File: config.mk
export PLATFORM = sky130hd
export DESIGN_NAME = alu_executor
export DESIGN_NICKNAME = d
export VERILOG_FILES = /design/src/rtl/alu_pkg.sv /design/src/rtl/alu_regfile.sv /design/src/rtl/alu_executor.sv
export SDC_FILE = /design/constraint.sdc
export NUM_CORES = 1
export LEC_CHECK = 0
export CAP_MARGIN = 30
export CORE_MARGIN = 2
export CORE_UTILIZATION = 50
export DETAILED_ROUTE_END_ITERATION = 10
export GPL_ROUTABILITY_DRIVEN = 0
export PLACE_DENSITY = 0.81
export SLEW_MARGIN = 20
export SYNTH_ARGS = -nofsm -noshare
export SYNTH_HDL_FRONTEND = slang
export SYNTH_SLANG_ARGS = --single-unit
File: constraint.sdc
create_clock -name clk -period 2.03 [get_ports clk]
set_input_delay 0.203 -clock clk [delete_from_list [all_inputs] [get_ports clk]]
set_output_delay 0.203 -clock clk [all_outputs]
set_load 0.005 [all_outputs]
File: src/rtl/alu_pkg.sv
// alu_pkg: shared constants for the 4-bit ALU execute stage.
//   - Command mode encodings (MODE_LDA..MODE_XCH); modes 5-7 are illegal.
//   - Execute FSM state encoding.
//   - Flag bit positions within the 4-bit flags word ({C, Z, N, V}).
//   - cmd_legal(): acceptance-time legality check for a (mode, index) pair.
package alu_pkg;

   localparam int unsigned DataW   = 4;
   localparam int unsigned IdxW    = 4;
   localparam int unsigned ModeW   = 3;
   localparam int unsigned NumRegs = 8;
   localparam int unsigned RegAW   = 3;

   localparam logic [ModeW-1:0] MODE_LDA = 3'd0;
   localparam logic [ModeW-1:0] MODE_ADD = 3'd1;
   localparam logic [ModeW-1:0] MODE_SUB = 3'd2;
   localparam logic [ModeW-1:0] MODE_STA = 3'd3;
   localparam logic [ModeW-1:0] MODE_XCH = 3'd4;

   localparam int unsigned FLAG_C = 3;
   localparam int unsigned FLAG_Z = 2;
   localparam int unsigned FLAG_N = 1;
   localparam int unsigned FLAG_V = 0;

   typedef enum logic [1:0] {
      StIdle = 2'd0,
      StRead = 2'd1,
      StExec = 2'd2,
      StWb   = 2'd3
   } state_e;

   // Legal when the mode is one of the five defined commands and the index
   // addresses one of the eight registers (upper index bit clear).
   function automatic logic cmd_legal(input logic [ModeW-1:0] mode,
                                      input logic [IdxW-1:0]  idx);
      return (mode <= MODE_XCH) && (idx[IdxW-1] == 1'b0);
   endfunction

endpackage

File: src/rtl/alu_regfile.sv
// alu_regfile: 8 x 4-bit register file, cleared by synchronous reset.
//   clk_i      - clock
//   rst_i      - synchronous active-high reset, clears all registers
//   we_i       - write enable
//   waddr_i    - write address
//   wdata_i    - write data
//   raddr_a_i  - execution read address,  rdata_a_o - execution read data
//   raddr_b_i  - debug read address,      rdata_b_o - debug read data
// Both read ports are combinational; a write is visible the cycle after.
module alu_regfile
   import alu_pkg::*;
(
   input  logic             clk_i,
   input  logic             rst_i,
   input  logic             we_i,
   input  logic [RegAW-1:0] waddr_i,
   input  logic [DataW-1:0] wdata_i,
   input  logic [RegAW-1:0] raddr_a_i,
   output logic [DataW-1:0] rdata_a_o,
   input  logic [RegAW-1:0] raddr_b_i,
   output logic [DataW-1:0] rdata_b_o
);

   logic [DataW-1:0] regs_q [NumRegs];

   always_ff @(posedge clk_i) begin
      if (rst_i) begin
         for (int i = 0; i < NumRegs; i++) begin
            regs_q[i] <= '0;
         end
      end else if (we_i) begin
         regs_q[waddr_i] <= wdata_i;
      end
   end

   assign rdata_a_o = regs_q[raddr_a_i];
   assign rdata_b_o = regs_q[raddr_b_i];

endmodule

File: src/rtl/alu_executor.sv
// alu_executor: execute stage of the 4-bit ALU datapath.
// Every level change on toggle_in is one command (LDA/ADD/SUB/STA/XCH) run
// through IDLE -> READ -> EXEC -> WB against the accumulator, flags and an
// 8 x 4-bit register file. A one-deep pending slot absorbs a command that
// arrives while busy; a further command while the slot is full is dropped
// and sets the sticky overrun flag.
//   clk        - clock;  rst - synchronous active-high reset
//   toggle_in  - command strobe (any level change)
//   mode_in    - command mode;  index_in - register index;  acc_in - LDA immediate
//   acc_out    - accumulator;   flags - {C, Z, N, V}
//   busy       - command in READ/EXEC/WB
//   done       - one-cycle pulse after a committed command
//   illegal    - one-cycle pulse when an illegal command is dropped
//   overrun    - sticky, command lost because the pending slot was full
//   dbg_sel    - debug register select;  dbg_data - combinational register read
module alu_executor
   import alu_pkg::*;
(
   input  logic             clk,
   input  logic             rst,
   input  logic             toggle_in,
   input  logic [ModeW-1:0] mode_in,
   input  logic [IdxW-1:0]  index_in,
   input  logic [DataW-1:0] acc_in,
   output logic [DataW-1:0] acc_out,
   output logic [3:0]       flags,
   output logic             busy,
   output logic             done,
   output logic             illegal,
   output logic             overrun,
   input  logic [RegAW-1:0] dbg_sel,
   output logic [DataW-1:0] dbg_data
);

   state_e state_q, state_d;

   logic tog_q;
   logic tog_edge;

   logic             pend_vld_q,  pend_vld_d;
   logic [ModeW-1:0] pend_mode_q, pend_mode_d;
   logic [IdxW-1:0]  pend_idx_q,  pend_idx_d;
   logic [DataW-1:0] pend_imm_q,  pend_imm_d;

   logic [ModeW-1:0] cmd_mode_q, cmd_mode_d;
   logic [RegAW-1:0] cmd_idx_q,  cmd_idx_d;
   logic [DataW-1:0] cmd_imm_q,  cmd_imm_d;

   logic [DataW-1:0] opnd_q,      opnd_d;
   logic [DataW-1:0] res_acc_q,   res_acc_d;
   logic [3:0]       res_flags_q, res_flags_d;

   logic [DataW-1:0] acc_q,   acc_d;
   logic [3:0]       flags_q, flags_d;
   logic             done_q,    done_d;
   logic             illegal_q, illegal_d;
   logic             overrun_q, overrun_d;

   logic             rf_we;
   logic [DataW-1:0] rf_wdata;
   logic [DataW-1:0] rf_rdata;

   logic [ModeW-1:0] src_mode;
   logic [IdxW-1:0]  src_idx;
   logic [DataW-1:0] src_imm;
   logic [DataW:0]   sum5;
   logic [DataW:0]   diff5;

   assign tog_edge = toggle_in ^ tog_q;

   // The pending slot has priority over a fresh edge when launching from IDLE.
   assign src_mode = pend_vld_q ? pend_mode_q : mode_in;
   assign src_idx  = pend_vld_q ? pend_idx_q  : index_in;
   assign src_imm  = pend_vld_q ? pend_imm_q  : acc_in;

   // 5-bit views: bit 4 of sum5 is the carry, bit 4 of diff5 the borrow.
   assign sum5  = {1'b0, acc_q} + {1'b0, opnd_q};
   assign diff5 = {1'b0, acc_q} - {1'b0, opnd_q};

   alu_regfile u_regfile (
      .clk_i     (clk),
      .rst_i     (rst),
      .we_i      (rf_we),
      .waddr_i   (cmd_idx_q),
      .wdata_i   (rf_wdata),
      .raddr_a_i (cmd_idx_q),
      .rdata_a_o (rf_rdata),
      .raddr_b_i (dbg_sel),
      .rdata_b_o (dbg_data)
   );

   always_comb begin
      state_d     = state_q;
      pend_vld_d  = pend_vld_q;
      pend_mode_d = pend_mode_q;
      pend_idx_d  = pend_idx_q;
      pend_imm_d  = pend_imm_q;
      cmd_mode_d  = cmd_mode_q;
      cmd_idx_d   = cmd_idx_q;
      cmd_imm_d   = cmd_imm_q;
      opnd_d      = opnd_q;
      res_acc_d   = res_acc_q;
      res_flags_d = res_flags_q;
      acc_d       = acc_q;
      flags_d     = flags_q;
      done_d      = 1'b0;
      illegal_d   = 1'b0;
      overrun_d   = overrun_q;
      rf_we       = 1'b0;
      rf_wdata    = acc_q;

      unique case (state_q)
         StIdle: begin
            if (pend_vld_q || tog_edge) begin
               if (cmd_legal(src_mode, src_idx)) begin
                  cmd_mode_d = src_mode;
                  cmd_idx_d  = src_idx[RegAW-1:0];
                  cmd_imm_d  = src_imm;
                  state_d    = StRead;
               end else begin
                  illegal_d = 1'b1;
               end
               pend_vld_d = 1'b0;
            end
         end
         StRead: begin
            opnd_d  = rf_rdata;
            state_d = StExec;
         end
         StExec: begin
            res_acc_d   = acc_q;
            res_flags_d = flags_q;
            case (cmd_mode_q)
               MODE_LDA: begin
                  res_acc_d   = cmd_imm_q;
                  res_flags_d = '0;
               end
               MODE_ADD: begin
                  res_acc_d           = sum5[DataW-1:0];
                  res_flags_d[FLAG_C] = sum5[DataW];
                  res_flags_d[FLAG_Z] = (sum5[DataW-1:0] == '0);
                  res_flags_d[FLAG_N] = sum5[DataW-1];
                  // Like-signed operands whose sum changes sign overflowed.
                  res_flags_d[FLAG_V] = (acc_q[DataW-1] == opnd_q[DataW-1]) &&
                                        (sum5[DataW-1] != acc_q[DataW-1]);
               end
               MODE_SUB: begin
                  res_acc_d           = diff5[DataW-1:0];
                  res_flags_d[FLAG_C] = diff5[DataW];
                  res_flags_d[FLAG_Z] = (diff5[DataW-1:0] == '0);
                  res_flags_d[FLAG_N] = diff5[DataW-1];
                  res_flags_d[FLAG_V] = (acc_q[DataW-1] != opnd_q[DataW-1]) &&
                                        (diff5[DataW-1] != acc_q[DataW-1]);
               end
               MODE_XCH: begin
                  res_acc_d           = opnd_q;
                  res_flags_d[FLAG_Z] = (opnd_q == '0);
                  res_flags_d[FLAG_N] = opnd_q[DataW-1];
               end
               default: ; // STA: accumulator and flags untouched
            endcase
            state_d = StWb;
         end
         StWb: begin
            acc_d   = res_acc_q;
            flags_d = res_flags_q;
            // STA and XCH both store the pre-commit accumulator.
            rf_we   = (cmd_mode_q == MODE_STA) || (cmd_mode_q == MODE_XCH);
            done_d  = 1'b1;
            state_d = StIdle;
         end
         default: state_d = StIdle;
      endcase

      // Edge capture into the pending slot. In IDLE the slot is only refilled
      // when it is being launched this same cycle; otherwise the edge itself
      // was consumed above.
      if (tog_edge) begin
         if (state_q == StIdle) begin
            if (pend_vld_q) begin
               pend_vld_d  = 1'b1;
               pend_mode_d = mode_in;
               pend_idx_d  = index_in;
               pend_imm_d  = acc_in;
            end
         end else if (!pend_vld_q) begin
            pend_vld_d  = 1'b1;
            pend_mode_d = mode_in;
            pend_idx_d  = index_in;
            pend_imm_d  = acc_in;
         end else begin
            overrun_d = 1'b1;
         end
      end
   end

   always_ff @(posedge clk) begin
      if (rst) begin
         state_q     <= StIdle;
         tog_q       <= 1'b0;
         pend_vld_q  <= 1'b0;
         pend_mode_q <= '0;
         pend_idx_q  <= '0;
         pend_imm_q  <= '0;
         cmd_mode_q  <= '0;
         cmd_idx_q   <= '0;
         cmd_imm_q   <= '0;
         opnd_q      <= '0;
         res_acc_q   <= '0;
         res_flags_q <= '0;
         acc_q       <= '0;
         flags_q     <= '0;
         done_q      <= 1'b0;
         illegal_q   <= 1'b0;
         overrun_q   <= 1'b0;
      end else begin
         state_q     <= state_d;
         tog_q       <= toggle_in;
         pend_vld_q  <= pend_vld_d;
         pend_mode_q <= pend_mode_d;
         pend_idx_q  <= pend_idx_d;
         pend_imm_q  <= pend_imm_d;
         cmd_mode_q  <= cmd_mode_d;
         cmd_idx_q   <= cmd_idx_d;
         cmd_imm_q   <= cmd_imm_d;
         opnd_q      <= opnd_d;
         res_acc_q   <= res_acc_d;
         res_flags_q <= res_flags_d;
         acc_q       <= acc_d;
         flags_q     <= flags_d;
         done_q      <= done_d;
         illegal_q   <= illegal_d;
         overrun_q   <= overrun_d;
      end
   end

   assign acc_out = acc_q;
   assign flags   = flags_q;
   assign busy    = (state_q != StIdle);
   assign done    = done_q;
   assign illegal = illegal_q;
   assign overrun = overrun_q;

endmodule

* Yosys cells after proc, flatten, opt, wreduce, memory -nomap -nowiden *
Memories as Yosys holds them, arrays and structs flattened. A register that Yosys moved wholly into a read port is not among the register bits.
Cells that the tools add are included.

operators by class
  $add $sub $neg = 2
  order comparisons = 1
  equal/unequal tests = 14
  multiplexer cells = 33
  bitwise logic cells = 4
  reduce and logical (&&, ||, !) cells = 17

operators with widths
  operator              number
  $mux W4               7
  $pmux W2 S4           2
  $pmux W4 S4           1
  $mux W1               15
  $logic_not A4 Y1      3
  $mux W3               4
  $eq A3 B2 Y1 const B  2
  $ne A2 B2 Y1 const B  3
  $pmux W1 S3           2
  $reduce_and A3 Y1     2
  $add A4 B4 Y5         1
  $sub A4 B4 Y5         1
  $eq A2 B2 Y1 const B  2
  $mux W2               2
  $reduce_and A2 Y1     2
  $reduce_or A4 Y1      1
  $eq A3 B1 Y1 const B  1
  $eq A3 B3 Y1 const B  1
  $le A3 B3 Y1 const B  1
  $logic_and A1 B1 Y1   3
  $logic_not A3 Y1      1
  $ne A1 B1 Y1          3
  $not A1 Y1            3
  $reduce_or A3 Y1      1
  other kinds (6)       7

storage, ports and cells
  bits in registers = 44
  bits in writable memories = 32
  logic and storage cells = 88
  memories = 1

memories
  name              words  bits a word  read ports  clocked after memory_dff  write ports  line               text
  u_regfile.regs_q  8      4            2           1                         8            alu_regfile.sv:24  logic [DataW-1:0] regs_q [NumRegs];

* Longest topological paths before layout *
  depth after elaboration = 8
  mapped depth = 9

* Cells and area by module *
From an unflattened synthesis, not the netlist that was laid out.

second synthesis, totals
  cell total of the unflattened synthesis = 412
  area, all modules = 4316.6 sq um

by module, submodules not included
  module        instances  cells an instance  area each (sq um)  sequential area each (sq um)
  alu_executor  1          295                2512.4             960.9
  alu_regfile   1          117                1804.2             960.9

* Worst setup path after synthesis *
No wires, ideal clock.

  path type = flip-flop to flip-flop
  start = reg acc_q[0] (netlist: acc_out[0])
  end = reg res_flags_q[2]
  library setup time = 70 ps
  data arrival time = 1901 ps
  data required time = 1960 ps
  slack = 58 ps
  cell stages (with the launch flop) = 9
  clock period less this slack = 1972 ps
  cells stage by stage = dfxtp_1 clkinv_1 ha_1 fa_1 xor2_1 nand4_1 o221ai_1 o211ai_1 a21oi_1

between the ends
  word-level cells in the longest chain between the ends = 3
  elaborated cells on any way between the ends = 5
  classes of those cells = add/sub (2); mux (1); reduce/logical (2)

RTL lines
  item                                            line                                      text
  from (decl)                                     alu_executor.sv:53                        logic [DataW-1:0] acc_q, acc_d;
  from (signal assigned)                          alu_executor.sv:211                       acc_q <= '0;
  from (signal assigned)                          alu_executor.sv:229                       acc_q <= acc_d;
  $sub A4 B4 Y5 or $add A4 B4 Y5 (tied branches)  alu_executor.sv:78, alu_executor.sv:77
  $logic_not A4 Y1, on equally long branches      alu_executor.sv:150, alu_executor.sv:141
  $pmux W2 S4 *                                   alu_executor.sv:133                       case (cmd_mode_q)
  to (signal assigned)                            alu_executor.sv:228                       res_flags_q <= res_flags_d;
  to (decl)                                       alu_executor.sv:51                        logic [3:0] res_flags_q, res_flags_d;

Every way passes the cells marked *; elsewhere a longest branch is shown, timed or not.
A chain may end at the register's enable or synchronous reset.

==> flow_summary.html <==
<table>
<tr><th>Metric</th><th>Value</th></tr>
<tr><th colspan="2">Global routing</th></tr>
<tr><td>Remaining global-route overflow</td><td>0</td></tr>
<tr><td>Largest net degree at the start of global routing</td><td>47</td></tr>
<tr><td>Global-route wire length before repair</td><td>16000 µm</td></tr>
<tr><td>Tot GR Track Use</td><td>22.6%</td></tr>
<tr><td>Number of antenna violations at the first check in global routing</td><td>0</td></tr>
<tr><td>Number of global-route vias before repair</td><td>3275</td></tr>
<tr><th colspan="2">Yosys</th></tr>
<tr><td>Portion of the post-synthesis area used by sequential elements</td><td>45.0%</td></tr>
<tr><td>Post-synth net total</td><td>432</td></tr>
<tr><td>Count of flip-flops with a built-in enable after synthesis</td><td>32</td></tr>
<tr><td>Fraction of synthesis flops using an asynchronous set or reset pin</td><td>0%</td></tr>
<tr><td>Netlist Area Pre-Place</td><td>4270 µm²</td></tr>
<tr><td>Netlist cell types</td><td>56</td></tr>
<tr><td>Number of synthesized register bits</td><td>80</td></tr>
<tr><td>Synthesized instance count</td><td>401</td></tr>
<tr><td>Cell types occupying the most area after synthesis</td><td>sky130_fd_sc_hd__dfxtp_1 22%, sky130_fd_sc_hd__edfxtp_1 22%, sky130_fd_sc_hd__mux2i_1 8.7%, sky130_fd_sc_hd__mux4_2 8.4%, sky130_fd_sc_hd__nor2_1 4.7%</td></tr>
<tr><td>Top cell type's share of synthesized area</td><td>22.5%</td></tr>
<tr><td>Per-instance average area after synthesis</td><td>10.7 µm²</td></tr>
<tr><td>Warnings, synthesis</td><td>0</td></tr>
<tr><td>Cell taking the most area after synthesis</td><td>sky130_fd_sc_hd__dfxtp_1</td></tr>
<tr><td>Most common flop cell mapped by yosys</td><td>sky130_fd_sc_hd__dfxtp_1</td></tr>
<tr><th colspan="2">Clock tree</th></tr>
<tr><td>Maximum buffer depth of the clock tree</td><td>2</td></tr>
<tr><td>Total clock buffers created by CTS</td><td>9</td></tr>
<tr><td>Post-CTS Hold Fix Bufs</td><td>0</td></tr>
<tr><td>CTS tree</td><td>yes</td></tr>
<tr><td>Clock Tree Root</td><td>sky130_fd_sc_hd__clkbuf_8</td></tr>
<tr><td>H-tree levels</td><td>3</td></tr>
<tr><td>Clock-pin slew of the registers on the worst-case setup and hold paths</td><td>0.09 ns</td></tr>
<tr><td>Sink count of the clock tree</td><td>80</td></tr>
<tr><td>Clock latency on the worst-skew pair</td><td>0.35 ns</td></tr>
<tr><th colspan="2">STA</th></tr>
<tr><td>RSZ-0062 raised after global routing</td><td>yes</td></tr>
<tr><td>Min Tclk post-route</td><td>1.98 ns</td></tr>
<tr><td>Fmax achieved</td><td>0.505 GHz</td></tr>
<tr><td>Final hold violation count</td><td>0</td></tr>
<tr><td>Fin. max-slew vios</td><td>0</td></tr>
<tr><td>Setup Skew</td><td>0.0143 ns</td></tr>
<tr><td>Share of the clock period used by the worst path after layout</td><td>97.5%</td></tr>
<tr><td>Final setup slack of the worst path</td><td>0.0515 ns</td></tr>
<tr><td>Max transition margin</td><td>63.1%</td></tr>
<tr><td>Setup Viol. Count Final</td><td>0</td></tr>
<tr><td>Worst-Margin Slew</td><td>0.552 ns</td></tr>
<tr><th colspan="2">Placed design</th></tr>
<tr><td>Number of buffer cells added on primary ports</td><td>32</td></tr>
<tr><td>HPWL Detailed</td><td>7060 µm</td></tr>
<tr><td>Setup Slack @ Placement</td><td>-0.318 ns</td></tr>
<tr><th colspan="2">Power and ir drop</th></tr>
<tr><td>Cell internal power dissipation</td><td>2.79 mW</td></tr>
<tr><td>Net switching power figure</td><td>1.20 mW</td></tr>
<tr><td>Switching share of total power</td><td>30.1%</td></tr>
<tr><td>PnR Total Power</td><td>4.00 mW</td></tr>
<tr><td>Total power divided by cell area</td><td>789 nW/µm²</td></tr>
<tr><td>Flop pwr share</td><td>47.1%</td></tr>
<tr><td>Logic pwr share</td><td>23.6%</td></tr>
<tr><td>Standby leakage power</td><td>1.74 nW</td></tr>
<tr><td>Part of the power in the clock network</td><td>29.3%</td></tr>
<tr><td>Worst supply voltage drop on vdd</td><td>0.396 mV</td></tr>
<tr><th colspan="2">Setup path</th></tr>
<tr><td>Crit. End Element</td><td>output port</td></tr>
<tr><td>Critical path class</td><td>reg -&gt; out</td></tr>
<tr><td>Data required time of the critical path</td><td>1.83 ns</td></tr>
<tr><td>Data arrival time of the critical path</td><td>1.78 ns</td></tr>
<tr><td>Critical path launch point type</td><td>register</td></tr>
<tr><td>Cell-by-cell trace of the critical path</td><td>mux4_2, mux2_2, clkdlybuf4s15_1</td></tr>
<tr><td>Delay of the slowest critical-path stage</td><td>0.50 ns</td></tr>
<tr><td>CP delay by family, top</td><td>multiplexers</td></tr>
<tr><td>Critical path peak fanout</td><td>2</td></tr>
<tr><td>Setup slack on the worst flop-to-flop path</td><td>0.07 ns</td></tr>
<tr><td>Critical R2R Capture</td><td>res_flags_q[2]$_SDFFE_PP0P_</td></tr>
<tr><td>Launch point of the worst reg-to-reg path</td><td>opnd_q[0]$_SDFFE_PP0N_</td></tr>
<tr><td>CP bufs+invs</td><td>1</td></tr>
<tr><td>R2R cell count</td><td>8</td></tr>
<tr><td>Standard cell with the maximum stage delay on the critical path</td><td>sky130_fd_sc_hd__mux4_2</td></tr>
<tr><th colspan="2">Route</th></tr>
<tr><td>Post-DR wirelength/cell</td><td>17.7 µm</td></tr>
<tr><td>Antenna Nets Post-Route</td><td>0</td></tr>
<tr><td>Routed wire length</td><td>9840 µm</td></tr>
<tr><td>Detailed-router iteration count before antenna repair</td><td>5</td></tr>
<tr><td>Detailed-route DRC error count</td><td>0</td></tr>
<tr><td>Post-detailed-route via-to-cell ratio</td><td>6.08</td></tr>
<tr><td>Initial drt markers</td><td>336</td></tr>
<tr><td>Vias after detailed routing</td><td>3380</td></tr>
<tr><th colspan="2">Hold path</th></tr>
<tr><td>WHS Endpoint</td><td>done$_SDFF_PP0_</td></tr>
<tr><td>Start point of the worst hold path</td><td>rst</td></tr>
<tr><td>Path type of the worst min-delay path</td><td>in -&gt; reg</td></tr>
<tr><td>Number of cells on the worst hold path</td><td>2</td></tr>
<tr><th colspan="2">Cells and area</th></tr>
<tr><td>Commonest cells after routing, fill and taps aside</td><td>53 x sky130_fd_sc_hd__nor2_1, 46 x sky130_fd_sc_hd__dfxtp_1, 37 x sky130_fd_sc_hd__mux2i_1</td></tr>
<tr><td>Post-layout nets</td><td>477</td></tr>
<tr><td>Post-synthesis to final-layout area growth</td><td>18.5%</td></tr>
<tr><td>Most frequent standard cell in the layout excluding fill and tap cells</td><td>sky130_fd_sc_hd__nor2_1</td></tr>
<tr><td># diodes</td><td>0</td></tr>
<tr><td>Proportion of layout cells with a drive suffix above 1</td><td>19.3%</td></tr>
<tr><th colspan="2">Floorplan</th></tr>
<tr><td>Chip Width</td><td>96.5 µm</td></tr>
<tr><td>Die Area</td><td>9300 µm²</td></tr>
<tr><td>Ports</td><td>33</td></tr>
<tr><td>Initial Utilization</td><td>51.8%</td></tr>
<tr><td>Vert. Die Dim</td><td>96.5 µm</td></tr>
<tr><td>Count of standard-cell rows</td><td>33</td></tr>
<tr><td>Core ar.</td><td>8260 µm²</td></tr>
<tr><th colspan="2">Flow run</th></tr>
<tr><td>Maximum capacitance violations</td><td>0</td></tr>
<tr><th colspan="2">Status</th></tr>
<tr><td>Outcome</td><td>completed</td></tr>
</table>
[routing by layer]
metal	track usage [%]	share of wire, %	routed length (µm)
met2	36.3	49	4850
met3	4.89	6.7	660
met4	9.62	2.9	281
met5	0	0	0
met1	29.5	41	4050
[cells in the mapped netlist (2+ instances only)]
| library cell | count |
|---|---|
| sky130_fd_sc_hd__nor2_1 | 53 |
| sky130_fd_sc_hd__dfxtp_1 | 48 |
| sky130_fd_sc_hd__mux2i_1 | 37 |
| sky130_fd_sc_hd__edfxtp_1 | 32 |
| sky130_fd_sc_hd__nor3_1 | 28 |
| sky130_fd_sc_hd__o21ai_0 | 19 |
| sky130_fd_sc_hd__a211oi_1 | 16 |
| sky130_fd_sc_hd__mux4_2 | 16 |
| sky130_fd_sc_hd__inv_1 | 15 |
| sky130_fd_sc_hd__clkbuf_1 | 12 |
| sky130_fd_sc_hd__ha_1 | 12 |
| sky130_fd_sc_hd__buf_2 | 11 |
| sky130_fd_sc_hd__a21oi_1 | 10 |
| sky130_fd_sc_hd__nand2_1 | 10 |
| sky130_fd_sc_hd__nor4_1 | 8 |
| sky130_fd_sc_hd__buf_4 | 6 |
| sky130_fd_sc_hd__clkinv_1 | 4 |
| sky130_fd_sc_hd__mux2_2 | 4 |
| sky130_fd_sc_hd__nand2b_1 | 4 |
| sky130_fd_sc_hd__a221oi_1 | 3 |
| sky130_fd_sc_hd__buf_1 | 3 |
| sky130_fd_sc_hd__nor2b_1 | 3 |
| sky130_fd_sc_hd__o22ai_1 | 3 |
| sky130_fd_sc_hd__a311oi_1 | 2 |
| sky130_fd_sc_hd__a31oi_1 | 2 |
| sky130_fd_sc_hd__and2_1 | 2 |
| sky130_fd_sc_hd__buf_6 | 2 |
| sky130_fd_sc_hd__fa_1 | 2 |
| sky130_fd_sc_hd__inv_2 | 2 |
| sky130_fd_sc_hd__nand4_1 | 2 |
| sky130_fd_sc_hd__o2111ai_1 | 2 |
| sky130_fd_sc_hd__o211ai_1 | 2 |
| sky130_fd_sc_hd__o31ai_2 | 2 |
| sky130_fd_sc_hd__xnor2_1 | 2 |
[how the worst max path moves through the flow]
| stage | from | endpoint | slack [ns] | cells after the start |
|---|---|---|---|---|
| 2_1_floorplan | acc_out[0]$_SDFFE_PP0P_ | res_flags_q[2]$_SDFFE_PP0P_ | 0.06 | 8 |
| 3_3_place_gp | dbg_sel[0] | dbg_data[3] | -0.22 | 5 |
| 3_5_place_dp | dbg_sel[0] | dbg_data[2] | -0.32 | 5 |
| 4_1_cts | u_regfile.regs_q[7][1]$_SDFFCE_PN0P_ | dbg_data[1] | 0.003 | 3 |
| 5_1_grt | acc_out[1]$_SDFFE_PP0P_ | res_flags_q[2]$_SDFFE_PP0P_ | -0.08 | 7 |
| 6_report | u_regfile.regs_q[7][2]$_SDFFCE_PN0P_ | dbg_data[2] | 0.05 | 3 |
[per-stage QoR]
step / instances / utilization [%] / hold slack [ns] / area (µm²) / setup TNS, ns
2_1_floorplan: 401 / - / 0.286 / 4270 / 0
3_3_place_gp: 538 / 58.3 / 0.450 / 4810 / -1.77
3_5_place_dp: 538 / 58.3 / 0.472 / 4810 / -2.17
4_1_cts: 555 / 60.8 / 0.428 / 5020 / 0
5_1_grt: 556 / 61.3 / 0.459 / 5070 / -0.115
6_report: 556 / 61.3 / 0.434 / 5070 / 0
[worst reg2reg max path: stages (launching register included)]
cell and delay (ns):
sky130_fd_sc_hd__dfxtp_2 0.37, sky130_fd_sc_hd__ha_1 0.20, sky130_fd_sc_hd__inv_1 0.07, sky130_fd_sc_hd__fa_2 0.38, sky130_fd_sc_hd__xnor2_2 0.24, sky130_fd_sc_hd__nand4_1 0.15
sky130_fd_sc_hd__o221ai_1 0.20, sky130_fd_sc_hd__o211ai_1 0.13, sky130_fd_sc_hd__a21oi_1 0.16
[power by group through the flow]
stage	sequential, mW	clock (mW)	combinational (mW)
floorplan	1.87	0	0.686
global placement	1.91	0	0.864
detailed placement	1.92	0	0.897
CTS	1.88	1.19	0.903
global route	1.90	1.26	1.03
finish	1.88	1.17	0.943
[final cells by class]
class                           instances  area [µm²]
Multi-Input combinational cell        266        2140
Fill cell                             669        3190
Inverter                               21        78.8
Clock inverter                          6        66.3
Tap cell                              105         131
Clock buffer                           10         128
Sequential cell                        80        1920
Timing Repair Buffer                   68         599
[state kept, by name, summed over array words and instances, names as in the netlist]
name	count
flags	4
u_regfile.regs_q	32
illegal	1
cmd_imm_q	4
pend_vld_q	1
acc_out	4
done	1
pend_idx_q	4
pend_mode_q	3
res_acc_q	4
pend_imm_q	4
overrun	1
state_q	2
opnd_q	4
cmd_idx_q	3
res_flags_q	4
cmd_mode_q	3
tog_q	1
[cell families (layout without fill, tap and decap cells)]
family / Yosys count / count (layout) / synth area share [%]
DFF: 80 / 80 / 45.0
xor gates and xnor gates: 4 / 4 / 0.996
adders and majority gates: 14 / 14 / 4.45
buffers and inverters: 55 / 105 / 6.03
AOI/OAI and AO/OA: 74 / 74 / 12.1
muxes: 57 / 57 / 18.2
and+or+nand+nor: 117 / 117 / 13.3
[repair_timing]
item | in CTS | in global routing
endpoints found under the setup margin | 6 | 15
resized for setup | 9 | 10
pin swaps | 0 | 1
buffers inserted | 1 | 1
(Power assumes the default switching activity.)
